[src/rtl/mdu_pkg.sv]
// Shared encodings and defaults for the iterative multiply/divide unit.
package mdu_pkg;

  localparam int unsigned MDU_DATA_W = 32;

  typedef enum logic [1:0] {
    MDU_MULT  = 2'b00,
    MDU_MULTU = 2'b01,
    MDU_DIV   = 2'b10,
    MDU_DIVU  = 2'b11
  } mdu_op_e;

  typedef enum logic [2:0] {
    StIdle,
    StPrep,
    StCalc,
    StFix,
    StDone
  } mdu_state_e;

endpackage

[src/rtl/mdu_step.sv]
// One combinational iteration: shift-add multiply or restoring shift-subtract divide.
module mdu_step #(
  parameter int unsigned DATA_W = 32
) (
  input  logic [2*DATA_W-1:0] acc_i,
  input  logic [DATA_W-1:0]   operand_i,
  input  logic                bit_i,
  input  logic                is_div_i,
  output logic [2*DATA_W-1:0] acc_o
);

  logic [DATA_W:0] sum;
  logic [DATA_W:0] partial;
  logic [DATA_W:0] diff;

  // Multiply: upper half accumulates, product bits shift down into the lower half.
  // Divide: upper half is the partial remainder, lower half collects quotient bits.
  always_comb begin
    sum     = {1'b0, acc_i[2*DATA_W-1:DATA_W]} + (bit_i ? {1'b0, operand_i} : '0);
    partial = {acc_i[2*DATA_W-1:DATA_W], bit_i};
    diff    = partial - {1'b0, operand_i};
    if (is_div_i) begin
      if (!diff[DATA_W]) begin
        acc_o = {diff[DATA_W-1:0], acc_i[DATA_W-2:0], 1'b1};
      end else begin
        acc_o = {partial[DATA_W-1:0], acc_i[DATA_W-2:0], 1'b0};
      end
    end else begin
      acc_o = {sum, acc_i[DATA_W-1:1]};
    end
  end

endmodule

[src/rtl/mdu_ctrl.sv]
// Multiply/divide controller: FSM, operand/sign tracking and architectural HI/LO.
module mdu_ctrl
  import mdu_pkg::*;
#(
  parameter int unsigned DATA_W = MDU_DATA_W
) (
  input  logic              clk_i,
  input  logic              rst_i,
  input  logic              start_i,
  input  logic [1:0]        op_i,
  input  logic [DATA_W-1:0] rs_data_i,
  input  logic [DATA_W-1:0] rt_data_i,
  output logic              busy_o,
  output logic              done_o,
  output logic [DATA_W-1:0] hi_o,
  output logic [DATA_W-1:0] lo_o
);

  localparam int unsigned   CntW    = $clog2(DATA_W);
  localparam logic [CntW-1:0] CntLast = CntW'(DATA_W - 1);

  mdu_state_e          state_q, state_d;
  mdu_op_e             op_q, op_d;
  logic [DATA_W-1:0]   rs_q, rs_d, rt_q, rt_d;
  logic [DATA_W-1:0]   opa_q, opa_d, opb_q, opb_d;
  logic [DATA_W-1:0]   hi_q, hi_d, lo_q, lo_d;
  logic [2*DATA_W-1:0] acc_q, acc_d, acc_step;
  logic [CntW-1:0]     cnt_q, cnt_d;
  logic                neg_q, neg_d, rem_neg_q, rem_neg_d, div_zero_q, div_zero_d;
  logic                is_div, is_signed, sa, sb;

  assign is_div    = (op_q == MDU_DIV) || (op_q == MDU_DIVU);
  assign is_signed = (op_q == MDU_MULT) || (op_q == MDU_DIV);
  assign sa        = is_signed & rs_q[DATA_W-1];
  assign sb        = is_signed & rt_q[DATA_W-1];

  // opa holds multiplicand/dividend, opb holds multiplier/divisor (both magnitudes).
  mdu_step #(
    .DATA_W(DATA_W)
  ) u_step (
    .acc_i    (acc_q),
    .operand_i(is_div ? opb_q : opa_q),
    .bit_i    (is_div ? opa_q[DATA_W-1] : opb_q[0]),
    .is_div_i (is_div),
    .acc_o    (acc_step)
  );

  always_comb begin
    state_d    = state_q;
    op_d       = op_q;
    rs_d       = rs_q;
    rt_d       = rt_q;
    opa_d      = opa_q;
    opb_d      = opb_q;
    hi_d       = hi_q;
    lo_d       = lo_q;
    acc_d      = acc_q;
    cnt_d      = cnt_q;
    neg_d      = neg_q;
    rem_neg_d  = rem_neg_q;
    div_zero_d = div_zero_q;
    unique case (state_q)
      StIdle: begin
        if (start_i) begin
          op_d    = mdu_op_e'(op_i);
          rs_d    = rs_data_i;
          rt_d    = rt_data_i;
          state_d = StPrep;
        end
      end
      StPrep: begin
        opa_d      = sa ? -rs_q : rs_q;
        opb_d      = sb ? -rt_q : rt_q;
        neg_d      = sa ^ sb;
        rem_neg_d  = sa;
        acc_d      = '0;
        cnt_d      = '0;
        div_zero_d = is_div && (rt_q == '0);
        state_d    = (is_div && (rt_q == '0)) ? StFix : StCalc;
      end
      StCalc: begin
        acc_d = acc_step;
        if (is_div) begin
          opa_d = opa_q << 1;
        end else begin
          opb_d = opb_q >> 1;
        end
        if (cnt_q == CntLast) begin
          cnt_d   = '0;
          state_d = StFix;
        end else begin
          cnt_d = cnt_q + 1'b1;
        end
      end
      StFix: begin
        if (div_zero_q) begin
          hi_d = rs_q;
          lo_d = '1;
        end else if (is_div) begin
          lo_d = neg_q ? -acc_q[DATA_W-1:0] : acc_q[DATA_W-1:0];
          hi_d = rem_neg_q ? -acc_q[2*DATA_W-1:DATA_W] : acc_q[2*DATA_W-1:DATA_W];
        end else begin
          {hi_d, lo_d} = neg_q ? -acc_q : acc_q;
        end
        state_d = StDone;
      end
      StDone:  state_d = StIdle;
      default: state_d = StIdle;
    endcase
  end

  always_ff @(posedge clk_i) begin
    if (!rst_i) begin
      state_q    <= StIdle;
      op_q       <= MDU_MULT;
      rs_q       <= '0;
      rt_q       <= '0;
      opa_q      <= '0;
      opb_q      <= '0;
      hi_q       <= '0;
      lo_q       <= '0;
      acc_q      <= '0;
      cnt_q      <= '0;
      neg_q      <= 1'b0;
      rem_neg_q  <= 1'b0;
      div_zero_q <= 1'b0;
    end else begin
      state_q    <= state_d;
      op_q       <= op_d;
      rs_q       <= rs_d;
      rt_q       <= rt_d;
      opa_q      <= opa_d;
      opb_q      <= opb_d;
      hi_q       <= hi_d;
      lo_q       <= lo_d;
      acc_q      <= acc_d;
      cnt_q      <= cnt_d;
      neg_q      <= neg_d;
      rem_neg_q  <= rem_neg_d;
      div_zero_q <= div_zero_d;
    end
  end

  assign busy_o = (state_q != StIdle);
  assign done_o = (state_q == StDone);
  assign hi_o   = hi_q;
  assign lo_o   = lo_q;

endmodule

[config.mk]
export PLATFORM = sky130hd
export DESIGN_NAME = mdu_ctrl
export DESIGN_NICKNAME = d
export VERILOG_FILES = /design/src/rtl/mdu_pkg.sv /design/src/rtl/mdu_step.sv /design/src/rtl/mdu_ctrl.sv
export SDC_FILE = /design/constraint.sdc
export NUM_CORES = 1
export LEC_CHECK = 0
export CAP_MARGIN = 10
export CORE_MARGIN = 2
export CORE_UTILIZATION = 64
export CTS_CLUSTER_SIZE = 20
export DETAILED_ROUTE_END_ITERATION = 12
export PLACE_DENSITY = 0.86
export SLEW_MARGIN = 20
export SYNTH_ARGS = -nofsm -noshare
export SYNTH_HDL_FRONTEND = slang
export SYNTH_SLANG_ARGS = --single-unit
[constraint.sdc]
create_clock -name clk_i -period 12.6 [get_ports clk_i]
set_clock_uncertainty 0.1 [all_clocks]
set_input_delay 1.89 -clock clk_i [delete_from_list [all_inputs] [get_ports clk_i]]
set_output_delay 1.89 -clock clk_i [all_outputs]
set_load 0.005 [all_outputs]
==> metrics, run 1 <==
Max Slew Vio Count 0; prevailing post-synth register cell dfxtp_1; HPWL after detailed placement 39.0 mm; Critical Path Sink Type register; status finished, final reports clean; Longest Clk Path Bufs 3; initial drt markers 2127; met1 global-route usage 49.5%; synth-to-layout area growth 13.9%; Post-synth EDFFs 0; Period Utilization, post-route between 50 and 60%; Synth Area per Inst 7.44 µm²; ANT cells 0; Pre-antenna DRT Iters 6; Num CTS Buffers 30; design area between 15000 and 20000 µm²; FF-to-FF setup slack ~6.3 ns; Mapped Area between 15000 and 20000 µm²; largest area contributor in the netlist dfxtp_1; Worst setup endpoint acc_q[46]$_SDFFE_PN0P_; share of cells above drive strength 1 about 4.5%; Post-CTS Resized 0; r2r worst-path depth 16; Synth Instances 2348; global-route congestion overflow total 0; crit path DAT 6.67 ns; Worst Max-Slew Pin Slew 1.09 ns; largest net degree at the start of global routing 97; setup tns final 0 ns; Core Util, Final between 70% and 80%; slowest cell on the critical path dfxtp_4; flops & latches, synth 269; critical path class register to register; share of the synthesized area in the top cell type a little under a third; # rows 60; routed wire length roughly 55 mm; root buf cell clkbuf_16; port bufs roughly 130; Final Hold Vio Count 0; count leader, synth nor2_1; DR vias ~18000; GR Util met3 6.23%; worst r2r src op_q[1]$_SDFFE_PN0P_; Post-CTS Hold Buffers 0; final antenna-violating net count 0; Startpoint Class register; number of remaining DRC errors 0; vias in the first global route 16100; Global Route met2 Usage 58.4%; IO Pins between 100 and 150; CP startpoint op_q[1]$_SDFFE_PN0P_; Leak Pwr between 7 and 8 nW; initial antenna violation count 1; Vert. Die Dim 169 µm; area of the core ~27000 µm²; top cells by area, synth dfxtp_1, a21oi_1, nor2_1, nand2_1, ha_1; post-CTS setup buffer count 0; GPL Wtd Cong 1.00; VDD IR max between 0.1 and 0.15 mV; Ys Warns 0; first-pass GRT wire length 85.7 mm; Required @ worst endpoint 12.94 ns; min cycle time layout 6.33 ns; Sink Count 269; RSZ-0062 raised after global routing no; power density cells ~130 nW/µm²; H-tree levels 1; TritonCTS clock tree done; area post-placement 18800 µm²; Setup violations, final 0; clock-pin slew on the worst setup and hold paths around 0.06 ns; worst min path class register to register; RR Endpoint acc_q[46]$_SDFFE_PN0P_; routed vias/inst 6.48; CP max FO 69; relative slew slack 27.3%; Worst-Skew Late Latency around 0.58 ns; Die ar. 28600 µm²; Worst path max stage delay between 0.8 and 0.9 ns; Routed wire per std cell 20.1 µm; asr flop ratio synth 0%; Seq/Total Area, Yosys 30.8%; FMAX 0.158 GHz; Net Count, Synth about 2500; post-layout power roughly 2.6 mW; Synth cell types 72; Top Usage Layer GRT met2; Final nets 2519; Initial Util around two thirds; Synth top cells by count nor2_1, a21oi_1, nand2_1, dfxtp_1, o21ai_0; Total Routing Usage GR between 30% and 40%; Chip Width 169 µm; crit-path cells buf_4 -> mux2_2 -> ha_1 -> inv_1 -> fa_1 -> a211oi_1 -> o21ai_1 -> o21a_1 -> or2_2 -> a21oi_1 -> o41ai_1 -> xor2_4 -> buf_4 -> mux2_2 -> a21oi_1 -> nor3_1; # Max-Cap Violations 0
## sequential cells by signal (all words and copies together) (netlist names), 5 cells and up
name and cells:
acc_q 64, rt_q 32, opb_q 32, cnt_q 5
opa_q 32, lo_o 32, rs_q 32, hi_o 32
## cells by family (layout without fill, tap and decap cells)
kind of cell    Yosys count  count (layout)  synth area share, %
fa+ha+maj                73              73                 5.31
buf+inv                 190             240                 4.30
flops                   269             269                 30.8
compound gates          727             727                 25.0
mux                      95              95                 5.51
xor+xnor                169             169                 8.47
simple gates            825             825                 20.6
## worst min path at each step
stage / from / endpoint / depth (start not counted)
floorplan: opb_q[1]$_SDFFE_PN0P_ / opb_q[1]$_SDFFE_PN0P_ / 2
global placement: hi_o[10]$_SDFFE_PN0P_ / hi_o[10]$_SDFFE_PN0P_ / 2
detailed placement: hi_o[28]$_SDFFE_PN0P_ / hi_o[28]$_SDFFE_PN0P_ / 2
CTS: hi_o[28]$_SDFFE_PN0P_ / hi_o[28]$_SDFFE_PN0P_ / 2
global route: hi_o[28]$_SDFFE_PN0P_ / hi_o[28]$_SDFFE_PN0P_ / 2
finish: hi_o[28]$_SDFFE_PN0P_ / hi_o[28]$_SDFFE_PN0P_ / 2
## critical path: cells and delay by family, from the launching register on
kind | cells | cell delay (ns)
AND/OR/NAND/NOR | 2 | 0.33
XOR/XNOR | 1 | 0.73
adder cells (fa/ha/maj) | 2 | 0.59
AO/OA/AOI/OAI | 6 | 1.52
multiplexers | 2 | 0.71
buffers and inverters | 3 | 1.31
flip-flops | 1 | 0.86
## power breakdown
group | leakage [nW] | internal (mW) | switching (mW)
clock network | 0.496 | 0.546 | 0.369
logic | 5.01 | 0.283 | 0.429
registers | 2.18 | 0.890 | 0.0626
## per-stage QoR
step / hold slack [ns] / std cells / setup slack (ns)
after floorplan: 0.345 / 2348 / 7.62
after global placement: 0.345 / 2685 / 6.54
after detailed placement: 0.348 / 2685 / 6.45
after CTS: 0.356 / 2738 / 6.40
after global routing: 0.388 / 2739 / 5.91
final: 0.358 / 2739 / 6.27
## layout by cell type (no fill, tap or decap), types with 45 or more instances in the layout
| cell type | n |
|---|---|
| nand2_1 | 294 |
| nor3_1 | 45 |
| a211oi_1 | 58 |
| o21ai_0 | 142 |
| xor2_1 | 82 |
| xnor2_1 | 86 |
| dfxtp_1 | 267 |
| ha_1 | 71 |
| clkdlybuf4s50_1 | 134 |
| a21oi_1 | 315 |
| mux2i_1 | 84 |
| nor2_1 | 321 |
## area by class of cell
cell class / count / area, µm²
clock buffers: 44 / 883
clock inverters: 9 / 153
fillers: 2132 / 6970
inverters: 34 / 133
multi-input cells: 1889 / 11400
flip-flops and latches: 269 / 5390
well taps: 341 / 427
repair buffers: 153 / 1500
## metal layers
metal	wire (µm)	vias to the layer above
li1	-	8393
met1	22300	8257
met2	24300	924
met3	5250	185
met4	3170	2
met5	11	-
(Power assumes the default switching activity.)
==> inputs of run 2 (changes only) <==
--- a/config.mk
+++ b/config.mk
@@ -7,10 +7,10 @@
 export LEC_CHECK = 0
 export CAP_MARGIN = 10
 export CORE_MARGIN = 2
-export CORE_UTILIZATION = 64
+export CORE_UTILIZATION = 60
 export CTS_CLUSTER_SIZE = 20
 export DETAILED_ROUTE_END_ITERATION = 12
-export PLACE_DENSITY = 0.86
+export PLACE_DENSITY = 0.82
 export SLEW_MARGIN = 20
 export SYNTH_ARGS = -nofsm -noshare
 export SYNTH_HDL_FRONTEND = slang
==> constraint.sdc (replaced) <==
create_clock -name clk_i -period 6.46 [get_ports clk_i]
set_clock_uncertainty 0.1 [all_clocks]
set_input_delay 0.969 -clock clk_i [delete_from_list [all_inputs] [get_ports clk_i]]
set_output_delay 0.969 -clock clk_i [all_outputs]
set_load 0.005 [all_outputs]
==> metrics, run 2 (synthesized netlist as in run 1, its figures left out) <==
Routed wire per std cell between 20 and 25 µm; Required @ worst endpoint 6.82 ns; port bufs 134; Die ar. ~31000 µm²; Total Routing Usage GR 36.1%; Final nets 2526; worst path bufs/invs 2; share of cells above drive strength 1 under 10%; worst min path class register to register; worst r2r src op_q[1]$_SDFFE_PN0P_; # Max-Cap Violations 0; clock-pin slew on the worst setup and hold paths 0.06 ns; Biggest register acc_q; Final Hold Vio Count 0; root buf cell clkbuf_16; Period Utilization, post-route 76.4%; most frequent cells in the layout nor2_1, a21oi_1, nand2_1, dfxtp_1, o21ai_0; setup tns final 0 ns; most common cell after layout, fill and taps aside nor2_1; CP max FO 43; area of the core between 20000 and 30000 µm²; global-route congestion overflow total 0; initial antenna violation count 1; Post-CTS Hold Buffers 0; routed vias/inst 6.37; Leak Pwr 7.72 nW; final cell count without fillers 2789; largest net degree at the start of global routing 173; RR Endpoint acc_q[62]$_SDFFE_PN0P_; Critical Path Sink Type register; crit path DAT 5.30 ns; Chip Width ~170 µm; final antenna-violating net count 0; Longest Clk Path Bufs 3; VDD IR max roughly 0.22 mV; r2r worst-path depth 15; Crit path max-delay family compound AO/OA/AOI/OAI gates; TritonCTS clock tree done; number of remaining DRC errors 0; FF-to-FF setup slack 1.52 ns; synth-to-layout area growth 14.3%; Num CTS Buffers 30; IO Pins 135; Worst setup endpoint acc_q[62]$_SDFFE_PN0P_; Max Slew Vio Count 0; slowest cell on the critical path dfxtp_4; dpl cells around 2700; CP startpoint op_q[1]$_SDFFE_PN0P_; GPL Wtd Cong between 0.9 and 1; relative slew slack 29.0%; post-CTS setup buffer count 0; Initial Util 60.9%; critical path depth 15; Post-CTS Resized 0; DR vias 17800; Pre-antenna DRT Iters 6; status finished, final reports clean; RSZ-0062 raised after global routing no; initial drt markers 1890; first-pass GRT wire length 88.7 mm; vias in the first global route 16400; Sink Count 269; crit-path cells mux2i_2 -> buf_4 -> or2_2 -> inv_1 -> ha_1 -> a211o_1 -> a21o_1 -> a221o_1 -> o21ai_0 -> o41a_1 -> o21ai_0 -> a31oi_1 -> a21oi_1 -> xor2_1 -> a221o_1; Startpoint Class register; Worst Max-Slew Pin Slew between 1 and 1.5 ns; power density cells 250 nW/µm²; H-tree levels 1; Worst path max stage delay 0.79 ns; Vert. Die Dim 175 µm; filler instances 2421; min cycle time layout 4.94 ns; HPWL after detailed placement 41.0 mm; Setup violations, final 0; routed wire length 56.6 mm; number of flip-flops in the largest register 64; Worst-Skew Late Latency around 0.58 ns; FMAX roughly 0.2 GHz; critical path class register to register; # rows 62
-- run 2: cell type report --
| class | count | area (µm²) | share of cell area [%] |
|---|---|---|---|
| antenna | 1 | 2.50 | 0.0125 |
| clock buffer | 42 | 836 | 4.18 |
| clock inverter | 10 | 136 | 0.683 |
| inverter | 34 | 133 | 0.664 |
| multi-input combinational | 1889 | 11400 | 57.2 |
| sequential | 269 | 5390 | 27.0 |
| tap | 384 | 480 | 2.41 |
| timing repair buffer | 160 | 1570 | 7.88 |
-- run 2: worst min-delay path, stage by stage (launching register included) --
cell,delay (ns)
dfxtp_1,0.31
nand2_1,0.05
a21oi_1,0.05
-- run 2: how the worst min path moves through the flow --
stage | from | end | cells past startpoint
6_report | hi_o[23]$_SDFFE_PN0P_ | hi_o[23]$_SDFFE_PN0P_ | 2
5_1_grt | hi_o[25]$_SDFFE_PN0P_ | hi_o[25]$_SDFFE_PN0P_ | 2
4_1_cts | hi_o[28]$_SDFFE_PN0P_ | hi_o[28]$_SDFFE_PN0P_ | 2
3_5_place_dp | hi_o[28]$_SDFFE_PN0P_ | hi_o[28]$_SDFFE_PN0P_ | 2
3_3_place_gp | hi_o[21]$_SDFFE_PN0P_ | hi_o[21]$_SDFFE_PN0P_ | 2
2_1_floorplan | opb_q[1]$_SDFFE_PN0P_ | opb_q[1]$_SDFFE_PN0P_ | 2
-- run 2: report_power, final --
| group | leakage, nW | internal [mW] | total (mW) | switching [mW] |
|---|---|---|---|---|
| logic | 5.06 | 0.570 | 1.45 | 0.880 |
| clock network | 0.476 | 0.982 | 1.69 | 0.713 |
| registers | 2.18 | 1.74 | 1.85 | 0.119 |
| total | 7.72 | 3.29 | 5.00 | 1.71 |
-- run 2: metal layers --
| metal | part of all wire [%] | global-route usage [%] | wire length, µm | up-vias |
|---|---|---|---|---|
| met1 | 42 | 48.5 | 23800 | 8364 |
| met5 | 0 | 0 | 0 | - |
| li1 | - | - | - | 8416 |
| met4 | 5.1 | 15.9 | 2860 | 0 |
| met2 | 44 | 57.7 | 25000 | 833 |
| met3 | 8.7 | 5.55 | 4920 | 151 |
-- run 2: per-stage QoR --
stage | hold slack [ns] | util, % | total power, mW | cell area [µm²] | setup WS, ns
5_1_grt | 0.387 | 69.6 | 5.20 | 20000 | 1.27
4_1_cts | 0.364 | 69.5 | 4.97 | 19900 | 1.60
2_1_floorplan | 0.345 | - | 2.87 | 17500 | 1.48
3_3_place_gp | 0.349 | 66.1 | 3.27 | 19000 | 1.69
3_5_place_dp | 0.355 | 66.1 | 3.29 | 19000 | 1.62
6_report | 0.361 | 69.6 | 5.00 | 20000 | 1.52
